$ cat src/rtl/f1_pkg.sv
// f1_light_sequencer shared types and constants.
// Optional build macro: F1_JUMP_START_EN.
package f1_pkg;

  typedef enum logic [2:0] {
    IDLE,
    LIGHTS,
    HOLD,
    GO,
    DONE
  } state_t;

  // x^7 + x^6 + 1
  localparam logic [6:0] LFSR_TAPS = 7'b110_0000;

  localparam logic [63:0] JUMP_START_CODE = '1;

endpackage

$ cat src/rtl/f1_light_sequencer_if.sv
// f1_light_sequencer switch/button and lamp/display bundle.
// Optional build macro: F1_JUMP_START_EN.
interface f1_light_sequencer_if #(
  parameter int N_WIDTH = 16,
  parameter int D_WIDTH = 8,
  parameter int R_WIDTH = 16
);

  logic               en;
  logic [N_WIDTH-1:0] N;
  logic               trigger;
  logic               stop;
  logic [D_WIDTH-1:0] lights;
  logic               go;
  logic               busy;
  logic [R_WIDTH-1:0] react_time;
  logic               react_valid;

  modport master (
    output en, N, trigger, stop,
    input  lights, go, busy,
    input  react_time, react_valid
  );

  modport slave (
    input  en, N, trigger, stop,
    output lights, go, busy,
    output react_time, react_valid
  );

endinterface

$ cat src/rtl/f1_light_sequencer_tick_gen.sv
// N+1 tick divider for f1_light_sequencer.
// Optional build macro: F1_JUMP_START_EN (not used here).
module tick_gen #(
  parameter int N_WIDTH = 16
) (
  input  logic               clk,
  input  logic               rst,
  input  logic               en,
  input  logic               reload,
  input  logic [N_WIDTH-1:0] n,
  output logic               tick
);

  logic [N_WIDTH-1:0] count;

  // tick only ever follows an enabled cycle
  always_ff @(posedge clk) begin
    if (!rst) begin
      count <= n;
      tick  <= 1'b0;
    end else if (reload) begin
      count <= n;
      tick  <= 1'b0;
    end else if (en) begin
      if (count == '0) begin
        count <= n;
        tick  <= 1'b1;
      end else begin
        count <= count - 1'b1;
        tick  <= 1'b0;
      end
    end else begin
      tick <= 1'b0;
    end
  end

endmodule

$ cat src/rtl/f1_light_sequencer.sv
// F1 start-light game controller: lamp sequence, random hold, reaction timer.
// Optional build macro: F1_JUMP_START_EN (stop during LIGHTS/HOLD is a jump start).
module f1_light_sequencer
  import f1_pkg::*;
#(
  parameter int N_WIDTH    = 16,
  parameter int D_WIDTH    = 8,
  parameter int LFSR_WIDTH = 7,
  parameter int R_WIDTH    = 16
) (
  input logic                 clk,
  input logic                 rst,
  f1_light_sequencer_if.slave io
);

`ifdef F1_JUMP_START_EN
  localparam bit JUMP = 1'b1;
`else
  localparam bit JUMP = 1'b0;
`endif

  localparam logic [LFSR_WIDTH-1:0] TAPS =
    LFSR_WIDTH'(LFSR_TAPS);
  localparam logic [R_WIDTH-1:0] JS_CODE =
    JUMP_START_CODE[R_WIDTH-1:0];

  state_t                state, state_n;
  logic [D_WIDTH-1:0]    lights_q, lights_n;
  logic [LFSR_WIDTH-1:0] lfsr;
  logic [LFSR_WIDTH-1:0] delay, delay_n;
  logic [R_WIDTH-1:0]    rcnt, rcnt_n, rinc;
  logic [R_WIDTH-1:0]    react_q, react_n;
  logic                  valid_q, valid_n;
  logic                  reload, tick;

  assign reload = ((state == IDLE) || (state == DONE))
                  && io.trigger;

  tick_gen #(.N_WIDTH(N_WIDTH)) u_tick (
    .clk    (clk),
    .rst    (rst),
    .en     (io.en),
    .reload (reload),
    .n      (io.N),
    .tick   (tick)
  );

  assign rinc = (tick && (rcnt != '1)) ? rcnt + 1'b1 : rcnt;

  always_comb begin
    state_n  = state;
    lights_n = lights_q;
    delay_n  = delay;
    rcnt_n   = rcnt;
    react_n  = react_q;
    valid_n  = 1'b0;
    case (state)
      IDLE, DONE: begin
        if (io.trigger) begin
          state_n  = LIGHTS;
          lights_n = '0;
        end
      end
      LIGHTS: begin
        if (JUMP && io.stop) begin
          state_n  = DONE;
          lights_n = '0;
          react_n  = JS_CODE;
          valid_n  = 1'b1;
        end else if (tick) begin
          if (&lights_q) begin
            state_n = HOLD;
            delay_n = lfsr;
          end else begin
            lights_n = {lights_q[D_WIDTH-2:0], 1'b1};
          end
        end
      end
      HOLD: begin
        if (JUMP && io.stop) begin
          state_n  = DONE;
          lights_n = '0;
          react_n  = JS_CODE;
          valid_n  = 1'b1;
        end else if (tick) begin
          if (delay == LFSR_WIDTH'(1)) begin
            state_n  = GO;
            lights_n = '0;
            rcnt_n   = '0;
          end else begin
            delay_n = delay - 1'b1;
          end
        end
      end
      GO: begin
        // a tick landing with stop is still counted
        if (io.stop) begin
          state_n = DONE;
          react_n = rinc;
          valid_n = 1'b1;
        end else begin
          rcnt_n = rinc;
        end
      end
      default: state_n = IDLE;
    endcase
  end

  always_ff @(posedge clk) begin
    if (!rst) begin
      state    <= IDLE;
      lights_q <= '0;
      delay    <= '0;
      rcnt     <= '0;
      react_q  <= '0;
      valid_q  <= 1'b0;
    end else begin
      state    <= state_n;
      lights_q <= lights_n;
      delay    <= delay_n;
      rcnt     <= rcnt_n;
      react_q  <= react_n;
      valid_q  <= valid_n;
    end
  end

  // free-running, independent of en and state
  always_ff @(posedge clk) begin
    if (!rst) begin
      lfsr <= LFSR_WIDTH'(1);
    end else begin
      lfsr <= {lfsr[LFSR_WIDTH-2:0], ^(lfsr & TAPS)};
    end
  end

  assign io.lights      = lights_q;
  assign io.go          = (state == GO);
  assign io.busy        = (state == LIGHTS) ||
                          (state == HOLD) ||
                          (state == GO);
  assign io.react_time  = react_q;
  assign io.react_valid = valid_q;

endmodule

$ cat src/flat_wrapper.sv
// flat-port wrapper written by rule: the top's interface ports become plain ports
module f1_light_sequencer_flat import f1_pkg::*;
#(
  parameter int N_WIDTH    = 16,
  parameter int D_WIDTH    = 8,
  parameter int LFSR_WIDTH = 7,
  parameter int R_WIDTH    = 16
)
  (clk, rst, io_en, io_N, io_trigger, io_stop, io_lights, io_go, io_busy, io_react_time, io_react_valid);
  f1_light_sequencer_if #(.N_WIDTH(N_WIDTH), .D_WIDTH(D_WIDTH), .R_WIDTH(R_WIDTH)) io_i ();
  input logic clk;
  input logic rst;
  input wire logic [$bits(io_i.en)-1:0] io_en;
  input wire logic [$bits(io_i.N)-1:0] io_N;
  input wire logic [$bits(io_i.trigger)-1:0] io_trigger;
  input wire logic [$bits(io_i.stop)-1:0] io_stop;
  output wire logic [$bits(io_i.lights)-1:0] io_lights;
  output wire logic [$bits(io_i.go)-1:0] io_go;
  output wire logic [$bits(io_i.busy)-1:0] io_busy;
  output wire logic [$bits(io_i.react_time)-1:0] io_react_time;
  output wire logic [$bits(io_i.react_valid)-1:0] io_react_valid;
  assign io_i.en = io_en;
  assign io_i.N = io_N;
  assign io_i.trigger = io_trigger;
  assign io_i.stop = io_stop;
  assign io_lights = io_i.lights;
  assign io_go = io_i.go;
  assign io_busy = io_i.busy;
  assign io_react_time = io_i.react_time;
  assign io_react_valid = io_i.react_valid;
  f1_light_sequencer #(.N_WIDTH(N_WIDTH), .D_WIDTH(D_WIDTH), .LFSR_WIDTH(LFSR_WIDTH), .R_WIDTH(R_WIDTH)) u_core (.clk(clk), .rst(rst), .io(io_i));
endmodule
$ cat config.mk
export PLATFORM = sky130hd
export DESIGN_NAME = f1_light_sequencer_flat
export DESIGN_NICKNAME = d
export VERILOG_FILES = /design/src/rtl/f1_pkg.sv /design/src/rtl/f1_light_sequencer_if.sv /design/src/rtl/f1_light_sequencer_tick_gen.sv /design/src/rtl/f1_light_sequencer.sv /design/src/flat_wrapper.sv
export SDC_FILE = /design/constraint.sdc
export NUM_CORES = 1
export LEC_CHECK = 0
export CAP_MARGIN = 30
export CORE_ASPECT_RATIO = 0.6
export CORE_MARGIN = 8
export CORE_UTILIZATION = 41
export CTS_BUF_LIST = sky130_fd_sc_hd__clkbuf_4 sky130_fd_sc_hd__clkbuf_8 sky130_fd_sc_hd__clkbuf_16
export DETAILED_ROUTE_END_ITERATION = 12
export SETUP_SLACK_MARGIN = 0.15
export SLEW_MARGIN = 20
export SYNTH_ARGS = -nofsm -noshare
export SYNTH_HDL_FRONTEND = slang
export SYNTH_SLANG_ARGS = --single-unit
$ cat constraint.sdc
create_clock -name clk -period 2.83 [get_ports clk]
set_clock_uncertainty 0.2 [all_clocks]
set_input_delay 0.7075 -clock clk [delete_from_list [all_inputs] [get_ports clk]]
set_output_delay 0.7075 -clock clk [all_outputs]
set_load 0.005 [all_outputs]
Word level (Yosys, flattened, before mapping)
Index checks and enable logic that the tools add are counted.
Widths: inputs -> output; s select.
{"block": "classes", "muxes": 29, "n_addsub": 3, "n_bitwise": 2, "n_eq_ne": 16, "reduce_logical": 20}
{"op": "$mux 16", "count": 8}
{"op": "$mux 8", "count": 5}
{"op": "$pmux 16 s2", "count": 1}
{"op": "$mux 7", "count": 4}
{"op": "$pmux 8 s3", "count": 1}
{"op": "$mux 3", "count": 6}
{"op": "$add 16x1->16 const B", "count": 1}
{"op": "$logic_not 16->1", "count": 1}
{"op": "$ne 16x16->1 const B", "count": 1}
{"op": "$sub 16x1->16 const B", "count": 1}
{"op": "$ne 2x2->1 const B", "count": 7}
{"op": "$pmux 7 s2", "count": 1}
{"op": "$pmux 3 s4", "count": 1}
{"op": "$reduce_and 6->1", "count": 2}
{"op": "$reduce_and 8->1", "count": 1}
{"op": "$eq 7x1->1 const B", "count": 1}
{"op": "$reduce_xor 7->1", "count": 1}
{"op": "$sub 7x1->7 const B", "count": 1}
{"op": "$eq 3x2->1 const B", "count": 2}
{"op": "$reduce_and 5->1", "count": 1}
{"op": "$ne 2x1->1 const B", "count": 2}
{"op": "$reduce_and 2->1", "count": 2}
{"op": "$reduce_and 4->1", "count": 1}
{"op": "$reduce_bool 2->1", "count": 2}
{"op": "11 further kinds", "count": 16}
{"block": "word_totals", "input_bits": 21, "regBits": 75, "output_inout_bits": 27}

Longest topological paths before layout
{"block": "depth", "depth_word": 5, "mapped_depth": 8}

Cells and area by module
From an unflattened synthesis, not the netlist that was laid out.
{"block": "unflattened", "hier_cells": 450, "area_unflattened_um2": 3916.3}
{"module": "f1_light_sequencer", "area_each_um2": 2910.3, "instances": 1, "seq_area_each_um2": 1161.1, "cells_per_inst": 351}
{"module": "tick_gen", "area_each_um2": 1006.0, "instances": 1, "seq_area_each_um2": 500.5, "cells_per_inst": 99}

Least setup slack after synthesis
No wires, ideal clock.
{"block": "synth_path", "kind": "input -> register", "from": "input rst", "to": "register u_core.u_tick.count[0], enable pin", "n_path_buf": 1, "arrival_time_ps": 1719, "t_required_ps": 2263, "setup_slack_ps": 545, "cell_stages": 4, "path_cell_list": "clkbuf_1 -> clkinv_1 -> a21oi_1 -> nand2b_1"}
{"block": "synth_via", "elab_chain_len": 1}
{"item": "start, declared", "line_no": "flat_wrapper.sv:12", "source": "input logic rst;"}
{"item": "$ne 3x1->1 (no source line)"}
{"item": "end signal, assigned", "line_no": "f1_light_sequencer_tick_gen.sv:19", "source": "count <= n;"}
{"item": "end signal, assigned", "line_no": "f1_light_sequencer_tick_gen.sv:22", "source": "count <= n;"}
{"item": "end signal, assigned", "line_no": "f1_light_sequencer_tick_gen.sv:26", "source": "count <= n;"}
{"item": "end, declared", "line_no": "f1_light_sequencer_tick_gen.sv:14", "source": "logic [N_WIDTH-1:0] count;"}
No other way between the ends.
A chain may end at the register's enable or synchronous reset.

Worst setup path after layout
{"block": "layout_path", "from": "register u_core.state[2]", "to": "output io_go"}
{"block": "layout_via", "elab_chain_len": 1}
{"item": "start, declared", "line_no": "f1_light_sequencer.sv:27", "source": "state_t state, state_n;"}
{"item": "start signal, assigned", "line_no": "f1_light_sequencer.sv:118", "source": "state <= state_n;"}
{"item": "$eq 3x2->1", "line_no": "f1_light_sequencer.sv:137", "source": "assign io.go = (state == GO);"}
{"item": "end, declared", "line_no": "flat_wrapper.sv:18", "source": "output wire logic [$bits(io_i.go)-1:0] io_go;"}
No other way between the ends.

==> results.rst <==
.. list-table::
   :header-rows: 1

   * - Metric
     - Value
   * - Outcome
     - complete, no violations
   * - Worst max-slew margin expressed relative to the limit
     - about three fifths
   * - Setup_tns
     - 0 ps
   * - Via total after detailed routing
     - 3410
   * - FP Rows
     - 27
   * - Final hold violation count
     - 0
   * - Critical path data arrival time
     - around 1700 ps
   * - Die height
     - 91.4 um
   * - Leading register cell type out of synthesis
     - sky130_fd_sc_hd__dfxtp_1
   * - Fraction of final layout cells sized beyond drive strength 1
     - under 10%
   * - CORE AREA
     - 9190 sq um
   * - Area Overhead vs Synth
     - 22.6%
   * - Critical path capture point type
     - primary output
   * - Clock tree from TritonCTS
     - yes
   * - Count of state elements after synthesis
     - 75
   * - Worst R2R Path Depth
     - 6
   * - Total area of multi-input combinational cells
     - 2070 sq um
   * - Power density over the cells
     - roughly 620 nW/um^2
   * - Total die area
     - about 13000 sq um
   * - Dominant cell type by area after synthesis
     - sky130_fd_sc_hd__dfxtp_1
   * - Clock transition at the register clock pins on the worst setup and hold paths after CTS
     - 60 ps
   * - Achievable Freq
     - just under 400 MHz
   * - Share of async-settable or async-resettable flops after synthesis
     - 0%
   * - Post-DRT Antenna Nets
     - 0
   * - Crit path required time
     - ~1900 ps
   * - Share of the clock period used by the worst path
     - 90.2%
   * - Netlist cell types
     - 63
   * - Fin crit period
     - 2550 ps
   * - Number of nets in the layout
     - 510
   * - Hold buffers post-CTS
     - 0
   * - Transition time of the tightest slew-check pin
     - 616 ps
   * - Proportion of netlist area held by the largest area contributor
     - roughly 30%
   * - Number of slew-limit violations in the final report
     - 0
   * - Die width
     - 142 um
   * - Critical Path Start
     - u_core.state[2]
   * - Number of levels in the clock H-tree
     - 3
   * - Cell types occupying the most area after synthesis
     - sky130_fd_sc_hd__dfxtp_1 30%, sky130_fd_sc_hd__edfxtp_1 12%, sky130_fd_sc_hd__o21ai_0 5.2%
   * - Sequential cell area
     - 1660 sq um
   * - Setup slack of the worst register-to-register path
     - 340 ps
   * - Maximum VDD drop
     - around 0.29 mV
   * - Antenna Cells
     - 0
   * - Maxcap violations
     - 0
   * - Hold-critical path depth
     - 1
   * - Count of flip-flops with a built-in enable after synthesis
     - 16
   * - Wire length of the first global-routing pass
     - 16100 um
   * - Vias in the first global route
     - between 3000 and 4000
   * - Per-instance average area after synthesis
     - between 8 and 9 sq um
   * - Global Route Usage Sum
     - between 10% and 20%
   * - Startpoint of the lowest-slack register-to-register path
     - u_core.u_tick.count[10]
   * - Initial antenna violation count
     - 0
   * - Global-route congestion overflow total
     - 0
   * - Number of port buffers
     - 47
   * - Detailed Routing Iterations Pass 1
     - 4
   * - Worst-path cell with the longest stage delay
     - sky130_fd_sc_hd__clkdlybuf4s50_1
   * - Path category of the worst min-delay check
     - reg -> reg
   * - Worst Setup Path Type
     - reg -> out
   * - Core utilization of the finished layout
     - 51.9%
   * - Post-Syn Area
     - 3890 sq um
   * - FILL cells
     - ~900
   * - Number of setup violations in the final report
     - 0
   * - Post-synthesis net count
     - 466
   * - Maximum fanout along the worst path
     - 9
   * - Type of element launching the critical path
     - flip-flop
   * - Endpoint of the lowest-slack register-to-register path
     - u_core.u_tick.count[3]
   * - Launch point of the worst hold path
     - u_core.lfsr[1]
   * - Via density
     - 5.51
   * - Max stage delay on crit path
     - between 500 and 600 ps
   * - Seq/Total Area, Yosys
     - a little over two fifths
   * - Library cell used as clock root buffer
     - sky130_fd_sc_hd__clkbuf_16
   * - Routability-driven placement congestion ratio
     - 0.805
   * - Unrepaired setup endpoints after global routing
     - false
   * - Final HPWL DP
     - 6860 um
   * - Routed length per instance
     - 15.4 um
   * - Sum of routed wire length over all layers
     - around 9500 um
   * - Worst-skew pair later-pin latency
     - around 340 ps
   * - Static power due to leakage
     - 1.67 nW
   * - Pin count of the biggest net entering global routing
     - 43
   * - Residual DRC
     - 0
   * - Buffers inserted by post-CTS timing repair
     - 0
   * - I/O pin total
     - 48
   * - Number of buffers created by CTS
     - 9
   * - WHS Endpoint
     - u_core.lfsr[2]
   * - 1st-iter DRT viols
     - 200
   * - Chain of cells forming the critical path
     - and2b_1 > and2_1 > clkdlybuf4s50_1
   * - Largest buffer count on any clock path
     - 2
   * - Cells after Synth
     - 440
   * - Starting Density
     - 42.3%
   * - Synth Warn #
     - 0
   * - Number of sinks on the clock net
     - 75
   * - Post-cts resize count
     - 0
==> per-stage QoR <==
step | instances | worst slack, ps | cell area, sq um | total power [mW] | hold WS, ps
detailed placement | 603 | 86.4 | 4480 | 1.90 | 243
global route | 619 | 166 | 4770 | 3.10 | 290
CTS | 619 | 165 | 4760 | 2.97 | 258
finish | 619 | 277 | 4770 | 2.94 | 260
global placement | 602 | 115 | 4470 | 1.88 | 243
floorplan | 440 | 545 | 3890 | 1.71 | 230
==> critical path, delay by kind of cell, from the launching register on <==
kind          cells  cell delay (ps)
buf+inv           1              520
simple gates      2              430
flops             1              370
==> cells by family (layout without fill, tap and decap cells) <==
family / count (synthesis) / after routing / share of synthesized area (%)
AO/OA/AOI/OAI: 129 / 129 / 20.6
XOR/XNOR: 26 / 26 / 5.86
multiplexers: 4 / 4 / 1.03
adder cells (fa/ha/maj): 5 / 5 / 1.61
flip-flops: 75 / 75 / 42.8
buffers and inverters: 33 / 82 / 4.19
AND/OR/NAND/NOR: 168 / 168 / 23.9
==> power by group <==
group / internal, mW / switching [mW] / total [mW] / leakage (nW)
Clock: 0.641 / 0.421 / 1.06 / 0.141
Sequential: 1.21 / 0.104 / 1.32 / 0.646
Combinational: 0.255 / 0.312 / 0.567 / 0.878
Total: 2.11 / 0.836 / 2.94 / 1.67
==> cell usage in the layout (no fill, tap or decap), types with 5 or more instances in the layout <==
master and instances:
sky130_fd_sc_hd__a21oi_1 33, sky130_fd_sc_hd__a31oi_1 15, sky130_fd_sc_hd__and2_1 8, sky130_fd_sc_hd__and3_1 7, sky130_fd_sc_hd__buf_4 12, sky130_fd_sc_hd__clkbuf_16 9
sky130_fd_sc_hd__clkdlybuf4s50_1 47, sky130_fd_sc_hd__dfxtp_1 57, sky130_fd_sc_hd__edfxtp_1 16, sky130_fd_sc_hd__ha_1 5, sky130_fd_sc_hd__inv_1 5, sky130_fd_sc_hd__nand2_1 53
sky130_fd_sc_hd__nand3_1 12, sky130_fd_sc_hd__nand4_1 16, sky130_fd_sc_hd__nor2_1 27, sky130_fd_sc_hd__nor3_1 7, sky130_fd_sc_hd__o211ai_1 7, sky130_fd_sc_hd__o21ai_0 40
sky130_fd_sc_hd__xnor2_1 16, sky130_fd_sc_hd__xor2_1 10
==> cells in the mapped netlist, types with 7 or more instances <==
| master | instances |
|---|---|
| sky130_fd_sc_hd__a21oi_1 | 33 |
| sky130_fd_sc_hd__o211ai_1 | 7 |
| sky130_fd_sc_hd__nand4_1 | 16 |
| sky130_fd_sc_hd__buf_2 | 11 |
| sky130_fd_sc_hd__nor3_1 | 7 |
| sky130_fd_sc_hd__a31oi_1 | 15 |
| sky130_fd_sc_hd__nor2_1 | 27 |
| sky130_fd_sc_hd__and3_1 | 7 |
| sky130_fd_sc_hd__nand3_1 | 12 |
| sky130_fd_sc_hd__clkbuf_1 | 9 |
| sky130_fd_sc_hd__xnor2_1 | 16 |
| sky130_fd_sc_hd__nand2_1 | 53 |
| sky130_fd_sc_hd__dfxtp_1 | 59 |
| sky130_fd_sc_hd__xor2_1 | 10 |
| sky130_fd_sc_hd__and2_1 | 8 |
| sky130_fd_sc_hd__edfxtp_1 | 16 |
| sky130_fd_sc_hd__o21ai_0 | 40 |
==> state kept, by name, summed over array words and instances (netlist names) <==
name and count:
u_core.lfsr 7, u_core.io.lights 8, u_core.u_tick.count 16, u_core.delay 7, u_core.u_tick.tick 1, u_core.state 3, u_core.io.react_time 16, u_core.io.react_valid 1
u_core.rcnt 16
==> metal layers <==
layer  routed length [um]  track usage, %  vias up  part of all wire [%]
met4                   29            5.07        0                  0.30
met2                 4040            21.7       76                    42
met3                  635            5.28        2                   6.7
met1                 4840            20.9     1629                    51
li1                     -               -     1703                     -
met5                    0               0        -                     0
==> cell type report <==
type,instances,area share (%)
clock buffer,13,5.49
clock inverter,3,0.289
inverter,6,0.473
multi-input combinational,332,43.4
sequential,75,34.9
tap,130,3.41
timing repair buffer,60,12.0
==> how the worst max path moves through the flow <==
stage                                   endpoint  slack, ps  cells past startpoint
after floorplan           u_core.u_tick.count[0]        540                      4
after global placement    u_core.u_tick.count[5]        120                      6
after detailed placement  u_core.u_tick.count[3]         90                      6
after CTS                                  io_go        170                      3
after global routing      u_core.u_tick.count[3]        170                      6
final                                      io_go        280                      3
(Power assumes the default switching activity.)
